**src/rtl/emg_adc_spi_capture.sv**
```systemverilog
// Serial ADC (MCP3201-class, SPI mode 0) capture: periodic frame read, OUT_BITS sample on d.
// Define EMG_ADC_MOVING_AVG_EN to output a 4-sample moving average instead of the raw sample.
module emg_adc_spi_capture #(
  parameter int unsigned CLK_DIV    = 25,
  parameter int unsigned SAMPLE_DIV = 50000,
  parameter int unsigned FRAME_BITS = 16,
  parameter int unsigned LEAD_BITS  = 3,
  parameter int unsigned ADC_BITS   = 12,
  parameter int unsigned OUT_BITS   = 8
) (
  input  logic                clk,
  input  logic                reset,
  input  logic                miso,
  output logic                sclk,
  output logic                cs_n,
  output logic [OUT_BITS-1:0] d,
  output logic                d_valid,
  output logic                busy,
  output logic                overrun
);

  localparam int unsigned SCNT_W = $clog2(SAMPLE_DIV);
  localparam int unsigned HCNT_W = (CLK_DIV > 1) ? $clog2(CLK_DIV) : 1;
  localparam int unsigned BCNT_W = $clog2(FRAME_BITS + 1);

  localparam logic [1:0] IDLE  = 2'd0;
  localparam logic [1:0] SETUP = 2'd1;
  localparam logic [1:0] SHIFT = 2'd2;
  localparam logic [1:0] DONE  = 2'd3;

  logic [1:0]            state, state_nxt;
  logic [SCNT_W-1:0]     scnt;
  logic                  tick_c;
  logic [HCNT_W-1:0]     hcnt, hcnt_nxt;
  logic [BCNT_W-1:0]     bcnt, bcnt_nxt;
  logic [FRAME_BITS-1:0] shreg, shreg_nxt;
  logic                  sclk_nxt, cs_n_nxt, d_valid_nxt, overrun_nxt;
  logic [OUT_BITS-1:0]   d_nxt;
  logic [ADC_BITS-1:0]   word_c;
  logic [OUT_BITS-1:0]   sample_c, result_c;
  logic                  unused_c;

  // Free-running sample timer; tick on the terminal count
  always_ff @(posedge clk or negedge reset) begin
    if (!reset)      scnt <= '0;
    else if (tick_c) scnt <= '0;
    else             scnt <= scnt + SCNT_W'(1);
  end

  assign tick_c   = (scnt == SCNT_W'(SAMPLE_DIV - 1));
  assign word_c   = shreg[FRAME_BITS-1-LEAD_BITS -: ADC_BITS];
  assign sample_c = word_c[ADC_BITS-1 -: OUT_BITS];

`ifdef EMG_ADC_MOVING_AVG_EN
  localparam int unsigned SUM_W = OUT_BITS + 2;
  logic [OUT_BITS-1:0] h1, h2, h3;
  logic [SUM_W-1:0]    sum_c;

  assign sum_c    = SUM_W'(sample_c) + SUM_W'(h1) + SUM_W'(h2) + SUM_W'(h3);
  assign result_c = sum_c[SUM_W-1:2];
  assign unused_c = ^{shreg, word_c, sum_c[1:0]};

  // History of the three previous truncated samples
  always_ff @(posedge clk or negedge reset) begin
    if (!reset) begin
      h1 <= '0;
      h2 <= '0;
      h3 <= '0;
    end else if (d_valid_nxt) begin
      h1 <= sample_c;
      h2 <= h1;
      h3 <= h2;
    end
  end
`else
  assign result_c = sample_c;
  assign unused_c = ^{shreg, word_c};
`endif

  // Next-state and registered-output logic
  always_comb begin
    state_nxt   = state;
    hcnt_nxt    = hcnt;
    bcnt_nxt    = bcnt;
    shreg_nxt   = shreg;
    sclk_nxt    = sclk;
    cs_n_nxt    = cs_n;
    d_nxt       = d;
    d_valid_nxt = 1'b0;
    overrun_nxt = overrun | (tick_c && (state != IDLE));
    case (state)
      IDLE: begin
        cs_n_nxt = 1'b1;
        sclk_nxt = 1'b0;
        if (tick_c) begin
          state_nxt = SETUP;
          cs_n_nxt  = 1'b0;
          hcnt_nxt  = '0;
          bcnt_nxt  = '0;
        end
      end
      SETUP: begin
        if (hcnt == HCNT_W'(CLK_DIV - 1)) begin
          hcnt_nxt  = '0;
          state_nxt = SHIFT;
        end else begin
          hcnt_nxt = hcnt + HCNT_W'(1);
        end
      end
      SHIFT: begin
        if (hcnt == HCNT_W'(CLK_DIV - 1)) begin
          hcnt_nxt = '0;
          sclk_nxt = ~sclk;
          if (!sclk) begin
            shreg_nxt = {shreg[FRAME_BITS-2:0], miso};
            bcnt_nxt  = bcnt + BCNT_W'(1);
          end else if (bcnt == BCNT_W'(FRAME_BITS)) begin
            // Last falling edge: release CS and publish the sample together
            state_nxt   = DONE;
            cs_n_nxt    = 1'b1;
            d_nxt       = result_c;
            d_valid_nxt = 1'b1;
          end
        end else begin
          hcnt_nxt = hcnt + HCNT_W'(1);
        end
      end
      DONE:    state_nxt = IDLE;
      default: state_nxt = IDLE;
    endcase
  end

  always_ff @(posedge clk or negedge reset) begin
    if (!reset) begin
      state   <= IDLE;
      hcnt    <= '0;
      bcnt    <= '0;
      shreg   <= '0;
      sclk    <= 1'b0;
      cs_n    <= 1'b1;
      d       <= '0;
      d_valid <= 1'b0;
      busy    <= 1'b0;
      overrun <= 1'b0;
    end else begin
      state   <= state_nxt;
      hcnt    <= hcnt_nxt;
      bcnt    <= bcnt_nxt;
      shreg   <= shreg_nxt;
      sclk    <= sclk_nxt;
      cs_n    <= cs_n_nxt;
      d       <= d_nxt;
      d_valid <= d_valid_nxt;
      busy    <= (state_nxt != IDLE);
      overrun <= overrun_nxt;
    end
  end

endmodule

```
**config.mk**
```make
export PLATFORM = sky130hd
export DESIGN_NAME = emg_adc_spi_capture
export DESIGN_NICKNAME = d
export VERILOG_FILES = /design/src/rtl/emg_adc_spi_capture.sv
export SDC_FILE = /design/constraint.sdc
export NUM_CORES = 1
export LEC_CHECK = 0
export CAP_MARGIN = 20
export CORE_MARGIN = 4
export CORE_UTILIZATION = 55
export DETAILED_ROUTE_END_ITERATION = 10
export GPL_ROUTABILITY_DRIVEN = 0
export GPL_TIMING_DRIVEN = 1
export PLACE_DENSITY = 0.75
export SLEW_MARGIN = 30
export SYNTH_ARGS = -nofsm -noshare
export SYNTH_HDL_FRONTEND = slang
export SYNTH_SLANG_ARGS = --single-unit
```
**constraint.sdc**
```tcl
create_clock -name clk -period 2.6 [get_ports clk]
set_input_delay 0.39 -clock clk [delete_from_list [all_inputs] [get_ports clk]]
set_output_delay 0.39 -clock clk [all_outputs]
set_load 0.1 [all_outputs]
```
==> impl_metrics.tcl, run 1 <==
set metrics [dict create \
    r2r_cells 6 \
    fin_cells 287 \
    crit_family "compound AO/OA/AOI/OAI gates" \
    cts-root-buf "clkbuf_8" \
    syn-num-nets 224 \
    routedWlPerCell_um 15.65 \
    clk_latency_ns 0.30 \
    drv_cap 0 \
    clkSinkCount 54 \
    leakagePower_nw 1.322 \
    io_pins 16 \
    async_reset_ff_frac 1.000 \
    core_area_um2 4414 \
    grt_usage 0.1743 \
    cpPeakStageDelay_ns 0.58 \
    r2r_slack_ns 0.50 \
    start_util 0.5743 \
    synthTopCellsByCount "dfrtp_1, mux2_2, nor2_1, nand3_1, inv_1" \
    worst-path-buf-inv 2 \
    fp-row-count 24 \
    grt_max_degree 45 \
    regToRegStartpoint "state[0]" \
    status "finished clean" \
    die_h_um 75.89 \
    crit_path_end "busy" \
    postRouteAntennaNets 0 \
    avgSynthCellArea_um2 11.90 \
    yosysTopAreaCellShare 0.5232 \
    max_slew_margin 0.5498 \
    cp.depth 6 \
    placed_cells 278 \
    avgViaCountPerCell 5.937 \
    ys_seq_elements 54 \
    worstPathRequired_ns 2.75 \
    antenna_found_initial 0 \
    hold_path.class "in -> async" \
    arrival_ns 2.25 \
    die_w_um 75.89 \
    p_per_area_nw_per_um2 472.6 \
    wl_met2_mm 2.153 \
    max_freq_mhz 476.3 \
    start_kind "register" \
    path_max_fanout 10 \
    netlist_instances 213 \
    clk_pin_slew_ns 0.10 \
    highest_layer "met4" \
    synth_area_um2 2535 \
    met3_length_um 140 \
    grt_pass1_wl_mm 7.617 \
    worstReg2RegEnd "busy" \
    cpMostUsedCell "inv_1" \
    m1WireLength_mm 2.118 \
    grt.overflow.total 0 \
    num_vias 1704 \
    total_power_mw 1.332 \
    yosysTopAreaCell "dfrtp_1" \
    ys.warnings.count 0 \
    slowest_stage "a2111oi_0" \
    yosysMostFrequentCell "dfrtp_1" \
    endpoint_kind "register" \
    dpl_cell_area_um2 2714 \
    hpwl_mm 3.165 \
    areaGrowthSynthToFinish_pct 11.15 \
    report.final.slew_viol_count 0 \
    hold_viol 0 \
    ys_seq_area_frac 0.5336 \
    routed_wl_mm 4.492 \
    rsz0062_at_grt "no" \
    port-buffer-count 15 \
    n_antenna_cell 0 \
    drive_above_1_share 0.2340 \
    min_period_over_period 0.8076 \
    first_pass_iters 5 \
    cts_tree "built" \
    fillers 363 \
    startpoint "state[0]" \
    fin_area_um2 2818 \
    die_area_um2 5759 \
    fin_skew_ns 0.007493 \
    setup_viol 0 \
    cts_setup_buffers 0 \
    synth_ff_type "dfrtp_1" \
    yosys-top-cells-area "dfrtp_1, mux2_2, ha_1, xnor2_1, xor2_1" \
    htreeDepth 2 \
    peakVddDrop_uv 327.0 \
    fin_setup_tns_ns 0 \
    drc 0 \
    cp_cell_sequence "inv_1 > ha_1 > inv_1 > nor4_4 > a2111oi_0 > o221ai_1" \
    worst_slew_pin_slew_ns 0.6582 \
    synth_cell_types 43 \
    worstSetupPathType "reg -> reg" \
    cts_buffers 5 \
    first_global_vias 1620 \
    drt_first_iter_violations 53 \
    cts_buffer_depth 2 \
    period_needed_ns 2.100 \
    layout.nets 245 \
    synth_edf_count 0 \
]
metrics by stage:
stage                       util  hold WS (ns)  setup slack, ns
after floorplan                -       0.09441           0.4261
after global placement    0.6148        0.2655           0.6045
after detailed placement  0.6148        0.2676           0.5640
after CTS                 0.6383        0.4658           0.5545
after global routing      0.6383        0.5004           0.4053
final                     0.6383        0.4685           0.5003
worst min-delay path by stage:
| stage | startpoint | to | depth (start not counted) |
|---|---|---|---|
| CTS | reset | scnt[2] | 2 |
| global route | reset | scnt[11] | 2 |
| finish | reset | scnt[11] | 2 |
| detailed placement | reset | scnt[2] | 1 |
| global placement | reset | scnt[2] | 1 |
| floorplan | reset | bcnt[0] | 0 |
sequential cells by signal, summed over array words and instances, names as in the netlist, 2 cells and up:
| signal | cells |
|---|---|
| state | 2 |
| shreg | 13 |
| scnt | 16 |
| hcnt | 5 |
| bcnt | 5 |
| d | 8 |
cell usage in the layout, fill, tap and decap left out, types with 2 or more instances in the layout:
cell	Yosys	layout
a21o_1	3	3
a21oi_1	5	5
a31oi_1	2	2
and3_1	4	4
and4_1	5	5
and4bb_2	2	2
buf_4	0	17
clkbuf_8	0	5
dfrtp_1	53	53
ha_1	8	8
inv_1	10	10
mux2_2	21	21
nand2_1	8	8
nand3_1	11	11
nand4_1	8	8
nand4b_1	2	2
nor2_1	13	13
nor3_1	7	7
nor4_1	3	3
o21ai_0	5	5
o221ai_1	3	3
xnor2_1	8	8
xor2_1	7	7
layout make-up:
type	instances	area (µm²)	share of cell area
inverters	10	37.54	0.01332
clock inverters	3	25.02	0.008881
flip-flops and latches	54	1353	0.4800
repair buffers	20	152.6	0.05417
clock buffers	5	68.82	0.02442
multi-input cells	143	1116	0.3961
well taps	52	65.06	0.02309
logic make-up (layout without fill, tap and decap cells):
logic type,after synthesis,count (layout),share of synthesized area
flip-flops,54,54,0.5336
AND/OR/NAND/NOR,70,70,0.1742
adder cells (fa/ha/maj),8,8,0.03949
multiplexers,21,21,0.09329
AO/OA/AOI/OAI,29,29,0.08145
buffers and inverters,16,38,0.02616
XOR/XNOR,15,15,0.05183
metal layers:
layer  track usage  up-vias
met1        0.2366      838
met5             0        -
met4       0.06796        0
met3       0.03562        9
met2        0.2747       30
li1              -      827
report_power, final:
group	internal, mW	switching, mW
combinational	0.00377	0.0157
clock	0.195	0.278
sequential	0.839	0
total	1.04	0.294
timing repair:
| action | 4_1_cts | 5_1_grt |
|---|---|---|
| hold endpoints to repair | 10 | 0 |
| resized for setup | 0 | 0 |
| hold buffers | 1 | 0 |
| setup endpoints to repair | 0 | 0 |
Power figures use the tool's default switching activity.
==> run 2, diff against run 1 <==
Settings changed: CORE_UTILIZATION 55 to 53.
Clock period 2.6 ns to 1.9 ns, I/O delays scaled along.
==> impl_metrics.tcl, run 2 (same netlist as run 1, synthesis figures left out) <==
set metrics [dict create \
    num_vias 1726 \
    postRouteAntennaNets 0 \
    dp_slack_ns 0.05216 \
    core_area_um2 4504 \
    peakVddDrop_uv 471.2 \
    largest_reg_flops 16 \
    report.final.slew_viol_count 0 \
    min_period_over_period 0.9813 \
    regMostFlops "scnt" \
    fp-row-count 24 \
    p_comb_frac 0.016 \
    crit_family "simple AND/OR/NAND/NOR gates" \
    grt_pass1_wl_mm 8.362 \
    fin_setup_tns_ns 0 \
    r2r_slack_ns 0.04 \
    clk_pin_slew_ns 0.09 \
    period_needed_ns 1.864 \
    routed_wl_mm 4.817 \
    pwr-share-seq 0.597 \
    rsz0062_at_grt "yes" \
    clkSinkCount 54 \
    total_power_mw 1.925 \
    worstPathRequired_ns 2.09 \
    switchingPower_uw 380.2 \
    drt_first_iter_violations 63 \
    dpl_cell_area_um2 2838 \
    grt.overflow.total 0 \
    p_clk_frac 0.388 \
    cpPeakStageDelay_ns 0.42 \
    layout_commonest_cell "dfrtp_1" \
    start_util 0.5628 \
    p_per_area_nw_per_um2 648.2 \
    htreeDepth 2 \
    n_antenna_cell 0 \
    die_area_um2 5954 \
    fin_cells 299 \
    die_h_um 77.16 \
    register_area_um2 1354 \
    areaGrowthSynthToFinish_pct 17.13 \
    drive_above_1_share 0.2874 \
    first_pass_iters 4 \
    endpoint_kind "register" \
    status "finished clean" \
    io_pins 16 \
    antenna_found_initial 0 \
    final_cell_mix "dfrtp_1, buf_4, mux2_2, nor2_1, nand3_1" \
    hold_path.class "reg -> reg" \
    cts-root-buf "clkbuf_8" \
    worstSetupPathType "reg -> reg" \
    fin_area_um2 2969 \
    avgViaCountPerCell 5.773 \
    cts_buffers 5 \
    reg_top3 "scnt (16), shreg (13), d (8)" \
    layout.nets 258 \
    hold_viol 0 \
    first_global_vias 1740 \
    worst_slew_pin_slew_ns 0.3765 \
    internal-power_mw 1.544 \
    max_freq_mhz 536.4 \
    final.setup.worst_slack_ns 0.03561 \
    slowest_stage "dfrtp_1" \
    hpwl_mm 3.553 \
    setup_viol 0 \
    clk_latency_ns 0.30 \
    placed_cells 291 \
    path_max_fanout 9 \
    start_kind "register" \
    cts_setup_buffers 0 \
    fillers 363 \
    cp_cell_sequence "inv_1 > ha_1 > nand4b_4 > nor4_4 > buf_6 > mux2_2" \
    worst-path-buf-inv 2 \
    grt_usage 0.1723 \
    die_w_um 77.16 \
    p_sw_frac 0.1976 \
    arrival_ns 2.05 \
    multi_input_area_um2 1126 \
    drc 0 \
    grt_max_degree 55 \
    routedWlPerCell_um 16.11 \
    leakagePower_nw 1.406 \
    max_slew_margin 0.7483 \
    fin_skew_ns 0.006379 \
    port-buffer-count 15 \
    cts_tree "built" \
    cts_buffer_depth 2 \
    drv_cap 0 \
]
## run 2: cell types whose count changed in the layout (fill, tap and decap cells not counted), sizes merged
cell,previous run,this run
inv,11,10
clkinvlp,1,0
buf,18,31
bufinv,0,1
## run 2: layout make-up
cell class / count / share of cell area
multi-input cells: 143 / 0.3793
repair buffers: 33 / 0.09397
flip-flops and latches: 54 / 0.4560
clock inverters: 2 / 0.01306
inverters: 10 / 0.01264
clock buffers: 5 / 0.02318
well taps: 52 / 0.02191
## run 2: per-layer routing
metal,global-route usage,vias to the layer above,share of wire
met1,0.2237,847,0.45
met3,0.03513,7,0.023
met5,0,-,0
met4,0.05694,0,0.012
met2,0.2876,19,0.51
li1,-,853,-
## run 2: final timing paths
check | start | end | cells after the start
setup / recovery | hcnt[1] | d[6] | 6
hold / removal | overrun | overrun | 1
setup reg to reg | hcnt[1] | d[6] | 6
hold reg to reg | overrun | overrun | 1
max in group asynchronous | reset | cs_n | 3
min in group asynchronous | reset | scnt[13] | 3
## run 2: timing repair
item	CTS	global route
hold buffers	1	0
hold endpoints to repair	53	0
setup endpoints to repair	0	14
gates resized for setup	0	5
## run 2: stage by stage
step	utilization	hold slack [ns]
after floorplan	-	-0.01059
after global placement	0.6300	0.2987
after detailed placement	0.6300	0.3009
after CTS	0.6561	0.4710
after global routing	0.6592	0.4967
final	0.6592	0.4653
## run 2: power groups by stage
stage          Sequential [mW]  Clock (mW)  Combinational (mW)
4_1_cts                   1.15       0.769              0.0323
6_report                  1.15       0.746              0.0301
3_5_place_dp              1.17           0              0.0308
5_1_grt                   1.15       0.823              0.0357
2_1_floorplan             1.17           0           0.0000178
3_3_place_gp              1.17           0              0.0303
==> run 3, diff against run 2 <==
Settings changed: CTS_CLUSTER_SIZE from default to 16.
==> results of run 3 <==
No change in the layout: final DEF, timing and power equal those of run 2.
